### config.mk
export PLATFORM = sky130hd
export DESIGN_NAME = fios_operand_server
export DESIGN_NICKNAME = d
export VERILOG_FILES = /design/src/rtl/fios_operand_server.sv
export SDC_FILE = /design/constraint.sdc
export NUM_CORES = 1
export LEC_CHECK = 0
export ABC_AREA = 1
export BUFFER_PORTS_ARGS = -buffer_cell sky130_fd_sc_hd__buf_2
export CAP_MARGIN = 20
export CORE_MARGIN = 1
export CORE_UTILIZATION = 55
export CTS_CLUSTER_DIAMETER = 150
export DETAILED_ROUTE_END_ITERATION = 16
export GPL_ROUTABILITY_DRIVEN = 0
export HOLD_SLACK_MARGIN = 0.15
export PLACE_DENSITY = 0.75
export SKIP_CTS_REPAIR_TIMING = 1
export SLEW_MARGIN = 30
export SYNTH_ARGS = -nofsm -noshare
export SYNTH_HDL_FRONTEND = slang
export SYNTH_SLANG_ARGS = --single-unit
export TNS_END_PERCENT = 1
### constraint.sdc
create_clock -name clock_i -period 5.2 [get_ports clock_i]
set_input_delay 0.26 -clock clock_i [delete_from_list [all_inputs] [get_ports clock_i]]
set_output_delay 0.26 -clock clock_i [all_outputs]
set_load 0.005 [all_outputs]
### src/rtl/fios_operand_server.sv
// Host-side operand store and result collector for the FIOS Montgomery multiplier.
// Serves A windows and B/P words on request and streams the captured result back.
module fios_operand_server #(
    parameter int s     = 8,
    parameter int PE_NB = 8
) (
    input  logic                  clock_i,
    input  logic                  reset_i,
    input  logic                  ld_valid_i,
    input  logic [1:0]            ld_sel_i,
    input  logic [16:0]           ld_data_i,
    output logic                  ld_ready_o,
    input  logic                  go_i,
    output logic                  busy_o,
    output logic                  res_valid_o,
    output logic [16:0]           res_data_o,
    input  logic                  res_ready_i,
    output logic                  err_o,
    output logic                  start_o,
    output logic [PE_NB*17-1:0]   a_o,
    output logic [16:0]           b_o,
    output logic [16:0]           p_o,
    input  logic                  a_shift_i,
    input  logic                  b_fetch_i,
    input  logic                  p_fetch_i,
    input  logic                  res_push_i,
    input  logic [16:0]           res_i,
    input  logic                  done_i
);
    localparam int NW = (s + PE_NB - 1) / PE_NB;
    localparam int IW = (s > 1) ? $clog2(s) : 1;
    localparam int AW = $clog2(NW + 1);
    localparam int RW = $clog2(s + 1);

    typedef enum logic [1:0] {IDLE, START, RUN, DRAIN} state_t;
    state_t state, state_nxt;

    logic [16:0]   a_mem [s];
    logic [16:0]   b_mem [s];
    logic [16:0]   p_mem [s];
    logic [16:0]   r_mem [s];
    logic [IW-1:0] la, lb, lp, b_idx, p_idx, o_idx;
    logic [AW-1:0] a_idx;
    logic [RW-1:0] r_idx;
    logic [31:0]   win_idx;
    logic          run, ld_fire, res_fire, last, r_full;

    function automatic logic [IW-1:0] wrap_inc(input logic [IW-1:0] x);
        return (x == IW'(s - 1)) ? '0 : x + 1'b1;
    endfunction

    assign run         = state == RUN;
    assign ld_ready_o  = state == IDLE;
    assign ld_fire     = ld_valid_i & ld_ready_o;
    assign busy_o      = state != IDLE;
    assign start_o     = state == START;
    assign res_valid_o = state == DRAIN;
    assign res_fire    = res_valid_o & res_ready_i;
    assign last        = o_idx == IW'(s - 1);
    assign r_full      = r_idx == RW'(s);
    assign res_data_o  = res_valid_o ? r_mem[o_idx] : '0;
    assign b_o         = b_mem[b_idx];
    assign p_o         = p_mem[p_idx];

    // Window slots past the end of A read as zero.
    always_comb begin
        a_o     = '0;
        win_idx = '0;
        for (int j = 0; j < PE_NB; j++) begin
            win_idx = 32'(a_idx) * 32'(PE_NB) + 32'(j);
            if (win_idx < 32'(s))
                a_o[17*j +: 17] = a_mem[win_idx[IW-1:0]];
        end
    end

    always_comb begin
        state_nxt = state;
        unique case (state)
            IDLE:    if (go_i) state_nxt = START;
            START:   state_nxt = RUN;
            RUN:     if (done_i) state_nxt = DRAIN;
            DRAIN:   if (res_fire && last) state_nxt = IDLE;
            default: state_nxt = IDLE;
        endcase
    end

    always_ff @(posedge clock_i or posedge reset_i) begin
        if (reset_i) begin
            state <= IDLE;
            la    <= '0;
            lb    <= '0;
            lp    <= '0;
            a_idx <= '0;
            b_idx <= '0;
            p_idx <= '0;
            r_idx <= '0;
            o_idx <= '0;
            err_o <= 1'b0;
        end else begin
            state <= state_nxt;
            if (ld_fire) begin
                unique case (ld_sel_i)
                    2'd0:    la <= wrap_inc(la);
                    2'd1:    lb <= wrap_inc(lb);
                    2'd2:    lp <= wrap_inc(lp);
                    default: ;
                endcase
            end
            if (state == DRAIN && state_nxt == IDLE) begin
                la    <= '0;
                lb    <= '0;
                lp    <= '0;
                o_idx <= '0;
            end else if (res_fire) begin
                o_idx <= o_idx + 1'b1;
            end
            if (state == IDLE && go_i)
                err_o <= 1'b0;
            if (state == START) begin
                a_idx <= '0;
                b_idx <= '0;
                p_idx <= '0;
                r_idx <= '0;
                err_o <= 1'b0;
            end
            if (run) begin
                if (a_shift_i && a_idx != AW'(NW))
                    a_idx <= a_idx + 1'b1;
                if (b_fetch_i)
                    b_idx <= wrap_inc(b_idx);
                if (p_fetch_i)
                    p_idx <= wrap_inc(p_idx);
                if (res_push_i) begin
                    if (r_full) err_o <= 1'b1;
                    else        r_idx <= r_idx + 1'b1;
                end
            end
        end
    end

    // Storage arrays carry no reset.
    always_ff @(posedge clock_i) begin
        if (ld_fire) begin
            unique case (ld_sel_i)
                2'd0:    a_mem[la] <= ld_data_i;
                2'd1:    b_mem[lb] <= ld_data_i;
                2'd2:    p_mem[lp] <= ld_data_i;
                default: ;
            endcase
        end
        if (run && res_push_i && !r_full)
            r_mem[r_idx[IW-1:0]] <= res_i;
    end
endmodule

# [Word-level counts from Yosys, hierarchy flattened]
# Memories as Yosys holds them, arrays and structs flattened.
# Index checks and enable logic that the tools add are counted.
[word_totals] elab_cells=129 ramBits=544 output_inout_bits=192 regBits=26 n_memories=4
[classes] n_addsub=15 n_eq_ne=12 magnitude_cmp=8 reduce_logical=19 bitwise=3 muxes=58
[memory_table] memory="a_mem" words=8 width=17 read_ports=8 rd_clocked_by_memory_dff=0 wr=1 line="38" source="logic [16:0] a_mem [s];"
[memory_table] memory="b_mem" words=8 width=17 read_ports=1 rd_clocked_by_memory_dff=0 wr=1 line="39" source="logic [16:0] b_mem [s];"
[memory_table] memory="p_mem" words=8 width=17 read_ports=1 rd_clocked_by_memory_dff=0 wr=1 line="40" source="logic [16:0] p_mem [s];"
[memory_table] memory="r_mem" words=8 width=17 read_ports=1 rd_clocked_by_memory_dff=0 wr=1 line="41" source="logic [16:0] r_mem [s];"
[op_table] operator="2-to-1 mux 17 bit" n=9
[op_table] operator="2-to-1 mux 3 bit" n=22
[op_table] operator="less-than comparator 5 x 4 -> 1 bit (second input constant)" n=7
[op_table] operator="adder 4 x 3 -> 5 bit (second input constant)" n=4
[op_table] operator="2-to-1 mux 1 bit" n=19
[op_table] operator="adder 3 x 1 -> 3 bit (second input constant)" n=6
[op_table] operator="== test 3 bit (second input constant)" n=6
[op_table] operator="2-to-1 mux 4 bit" n=4
[op_table] operator="nonzero test 2 bit" n=6
[op_table] operator="adder 4 x 2 -> 5 bit (second input constant)" n=2
[op_table] operator="one-hot mux 2 bit (4 select lines)" n=1
[op_table] operator="== test 2 bit (second input constant)" n=3
[op_table] operator="logical AND 1 bit" n=6
[op_table] operator="zero test 2 bit" n=3
[op_table] operator="2-to-1 mux 2 bit" n=3
[op_table] operator="AND reduction 2 bit" n=3
[op_table] operator="adder 4 x 1 -> 5 bit (second input constant)" n=1
[op_table] operator="adder 4 x 1 -> 4 bit (second input constant)" n=1
[op_table] operator="== test 2 x 1 -> 1 bit (second input constant)" n=2
[op_table] operator="== test 4 bit (second input constant)" n=1
[op_table] operator="less-than comparator 4 bit (second input constant)" n=1
[op_table] operator="bitwise AND 1 bit" n=2
[op_table] operator="adder 1 bit (second input constant)" n=1
[op_table] operator="zero test 1 bit" n=1
[op_table] operator="NOT 1 bit" n=1

# [Depth between registers and ports, before layout]
[depth] word_depth=9 ltp_mapped=9

# [Least setup slack after synthesis]
# OpenSTA, ideal clock, no wires.
[synth_path] path_kind="reg2reg" startpoint="reg state[1]" endpoint="mem p_mem[0][0] (enable)" t_arrival_ps=1773 synth_period_minus_slack_ps=2163 setup_time_ps=390 stages_incl_launch_ff=6 setup_slack_ps=3037 n_path_buf=0 path_cell_list="dfrtp_1 > nor2_4 > nand2_2 > nor3_4 > nand2_1 > nor2_1"
[synth_via] elab_chain_len=4
[synth_rtl] element="from (decl)" line="36" source="state_t state, state_nxt;"
[synth_rtl] element="from (signal assigned)" line="100" source="state <= state_nxt;"
[synth_rtl] element="zero test 2 bit" line="53" source="assign ld_ready_o = state == IDLE;"
[synth_rtl] element="named net ld_ready_o" line="12" source="output logic ld_ready_o,"
[synth_rtl] element="bitwise AND 1 bit" line="54" source="assign ld_fire = ld_valid_i & ld_ready_o;"
[synth_rtl] element="2-to-1 mux 1 bit" line="143" source="if (ld_fire) begin"
[synth_rtl] element="2-to-1 mux 1 bit (implied by the code)" line="147" source="2'd2: p_mem[lp] <= ld_data_i;"
[synth_rtl] element="to (decl)" line="40"
# The timed path passes the listed nets, and every way through them passes these cells.

# [Worst setup path after layout]
[layout_path] startpoint="reg b_idx[0]" endpoint="out b_o[7]"
[layout_via] elab_chain_len=1
[layout_rtl] element="from (decl)" line="42" source="logic [IW-1:0] la, lb, lp, b_idx, p_idx, o_idx;"
[layout_rtl] element="from (signal assigned)" line="130" source="b_idx <= wrap_inc(b_idx);"
[layout_rtl] element="memory (8 x 17 bit)"
[layout_rtl] element="to (decl)" line="21" source="output logic [16:0] b_o,"
# Every way passes these cells.

==> flow_summary.yaml <==
pwr:
  p_int_mw: 8.66
  powerDensity_mw_per_mm2: 463
  leakage_nw: 11.8
  sw_frac_of_total_pct: 31.8
  seqPwrFrac_pct: 41.7
  comb_power_share_pct: 25.8
  vdd_ir_drop_max_mv: 0.360
  p_clk_share_pct: 32.5
  switchingPower_mw: 4.03
  power_mw: 12.7
logic_synthesis:
  synth_area_mm2: 0.0235
  syn-instance-count: 2136
  ys_seq_elements: 570
  synthDistinctLibCells: 25
  synth.net_count: 2196
  yosysWarnings: 0
  seq_area_frac_synth_pct: 72.3
  avgSynthCellArea_um2: 11.0
sta:
  drv_slew: 0
  fin_ws_ns: 1.81
  fmax_mhz: 295
  skew_ns: 0.0182
  maxSlewHeadroom_pct: 38.1
  tightest_slew_ns: 0.928
  hold_violations: 0
  hold_ws_ns: 0.131
  min_period_ns: 3.39
  period_share_pct: 65.3
  setup_viol: 0
  rsz0062_at_grt: "no"
  fin_setup_tns_ns: 0
flow_run:
  max_cap_viol_count: 0
floorplan:
  std_cell_rows: 75
  floorplan.die_area_mm2: 0.0435
  die_x_um: 209
  core_mm2: 0.0420
  start_util_pct: 55.9
  die-height_um: 209
  ios: 238
finish:
  nets: 2472
  final_area_mm2: 0.0274
  area_growth_pct: 16.8
  drive_gt1_share_pct: 15.4
  final_core_util_pct: 65.2
  instances_no_fill: 3000
clocking:
  clock_path_buffers: 3
  clockRootBuffer: "clkbuf_16"
  cts_buffers: 57
  clock_latency_ns: 0.62
  h-tree-depth: 2
  cts_tree: "done"
  clk_pin_slew_ns: 0.06
  clkSinkCount: 570
status:
  outcome: "complete, no violations"
setup_path:
  cp_top_family: "buffers and inverters"
  slowest_delay_ns: 0.80
  cpMostUsedCell: "nand2_1"
  critical_path_class: "flip-flop to output pin"
  required_ns: 4.94
  critPathCaptureType: "output pin"
  path_buf_inv: 4
  critPathLaunchType: "flip-flop"
  cp_max_fo: 70
  path_cells: "buf_4, inv_1, buf_4, o21ai_0, nand2_1, nand2_1, nand2_1, buf_2"
  cp.arrival_ns: 3.13
  crit_slowest_cell: "dfrtp_2"
grt:
  grt_pass1_vias: 15600
  grt_usage_pct: 26.3
  antenna_found_initial: 2
  grt_max_degree: 89
  grt_pass1_wl_mm: 86.5
  gr-total-overflow: 0
detailed_routing:
  totalWireLength_mm: 57.3
  viasPerCell: 5.30
  drtIter0Drc: 1639
  ant_nets: 0
  drc: 0
  firstDrtPassIters: 5
  wl_per_cell_um: 19.1
  via_count: 15900
placed_design:
  place_ws_ns: 2.52
  place_inst: 2863
  placed_cell_area_mm2: 0.0253
  hpwl_mm: 32.5
  portBuffers: 237
worst_hold_path:
  hp-class: "primary input to flip-flop"
==> cell usage after synthesis <==
cell	instances	share of area [%]
clkinv_1	4	0.064
o21ai_0	124	2.6
o31ai_1	1	0.032
o21ai_1	24	0.51
nand2_1	391	6.2
nor2_2	1	0.027
nand2_2	6	0.16
clkbuf_1	36	0.58
a21oi_1	1	0.021
nor2_4	2	0.096
buf_6	1	0.048
xnor2_1	1	0.037
dfrtp_1	26	2.8
nor2_1	480	7.7
clkbuf_2	8	0.17
inv_1	303	4.8
a22o_1	1	0.037
buf_4	7	0.22
inv_2	3	0.048
nor3_4	3	0.21
edfxtp_1	544	70
buf_1	7	0.11
buf_2	34	0.72
ha_1	14	0.75
nand3_1	114	2.4
==> flip-flops by register name (all words and copies together) (netlist names) <==
register	flops
r_mem	136
p_idx	3
a_idx	1
b_idx	3
p_mem	136
la	3
lb	3
state	2
r_idx	4
a_mem	136
b_mem	136
lp	3
o_idx	3
err_o	1
==> worst min-delay path, cell delays in order <==
cell,delay [ns]
buf_2,0.10
nand2_2,0.15
nor3_4,0.07
nand2_1,0.06
nand2_1,0.05
==> metal layers <==
layer | vias to the layer above | part of all wire (%) | GRT usage [%]
met5 | - | 0 | 0
met4 | 0 | 2.9 | 10.5
met3 | 106 | 8.2 | 5.77
met2 | 703 | 49 | 42.8
met1 | 7630 | 40 | 34.7
li1 | 7470 | - | -
==> placed cells by master, fill, tap and decap left out, types with 2 or more instances in the layout <==
cell | synthesis | routed
buf_2 | 34 | 237
o21ai_1 | 24 | 24
clkbuf_8 | 0 | 4
clkbuf_1 | 36 | 20
dlygate4sd3_1 | 0 | 29
bufinv_16 | 0 | 6
inv_2 | 3 | 2
buf_4 | 7 | 44
nor2_4 | 2 | 2
nor2_2 | 1 | 3
nor3_4 | 3 | 3
nand2_2 | 6 | 6
ha_1 | 14 | 14
clkinv_1 | 4 | 13
clkinv_2 | 0 | 7
inv_1 | 303 | 303
dfrtp_2 | 0 | 3
dfrtp_1 | 26 | 22
nand2_1 | 391 | 391
clkbuf_16 | 0 | 59
nand3_1 | 114 | 114
edfxtp_1 | 544 | 544
nor2_1 | 480 | 478
o21ai_0 | 124 | 124
==> path summary, 6_finish.rpt <==
path | from | endpoint | slack [ns] | cells past startpoint
min reg2reg | err_o | err_o | 0.53 | 2
max | b_idx[0] | b_o[7] | 1.81 | 8
min in group asynchronous | reset_i | b_idx[1] | 0.30 | 4
max reg2reg | o_idx[0] | lp[2] | 2.69 | 7
max in group asynchronous | reset_i | a_idx | 4.57 | 4
min | ld_valid_i | lp[1] | 0.13 | 5
==> area by class of cell <==
cell class	count	area (um2)
Clock inverter	24	265
Clock buffer	83	1610
Inverter	310	1170
Fill cell	3120	14600
Timing Repair Buffer	310	1810
Antenna cell	1	2.50
Sequential cell	570	17000
Tap cell	539	674
Multi-Input combinational cell	1163	4910
==> power by group through the flow <==
stage	logic, mW	clock network, mW	registers [mW]
after floorplan	2.19	0	5.28
after global placement	3.13	0	5.38
after detailed placement	3.22	0	5.38
after CTS	3.25	4.17	5.29
after global routing	3.68	4.35	5.31
final	3.28	4.12	5.29
==> cell families (layout without fill, tap and decap cells) <==
kind of cell             Yosys count  after routing  synth area share [%]
XOR/XNOR                           1              1                0.0373
AO/OA/AOI/OAI                    151            151                  3.24
other                              0              1                     0
buffers and inverters            403            727                  6.81
flip-flops                       570            570                  72.3
adder cells (fa/ha/maj)           14             14                 0.746
AND/OR/NAND/NOR                  997            997                  16.8
No activity file was read; power rests on OpenSTA's default activity.
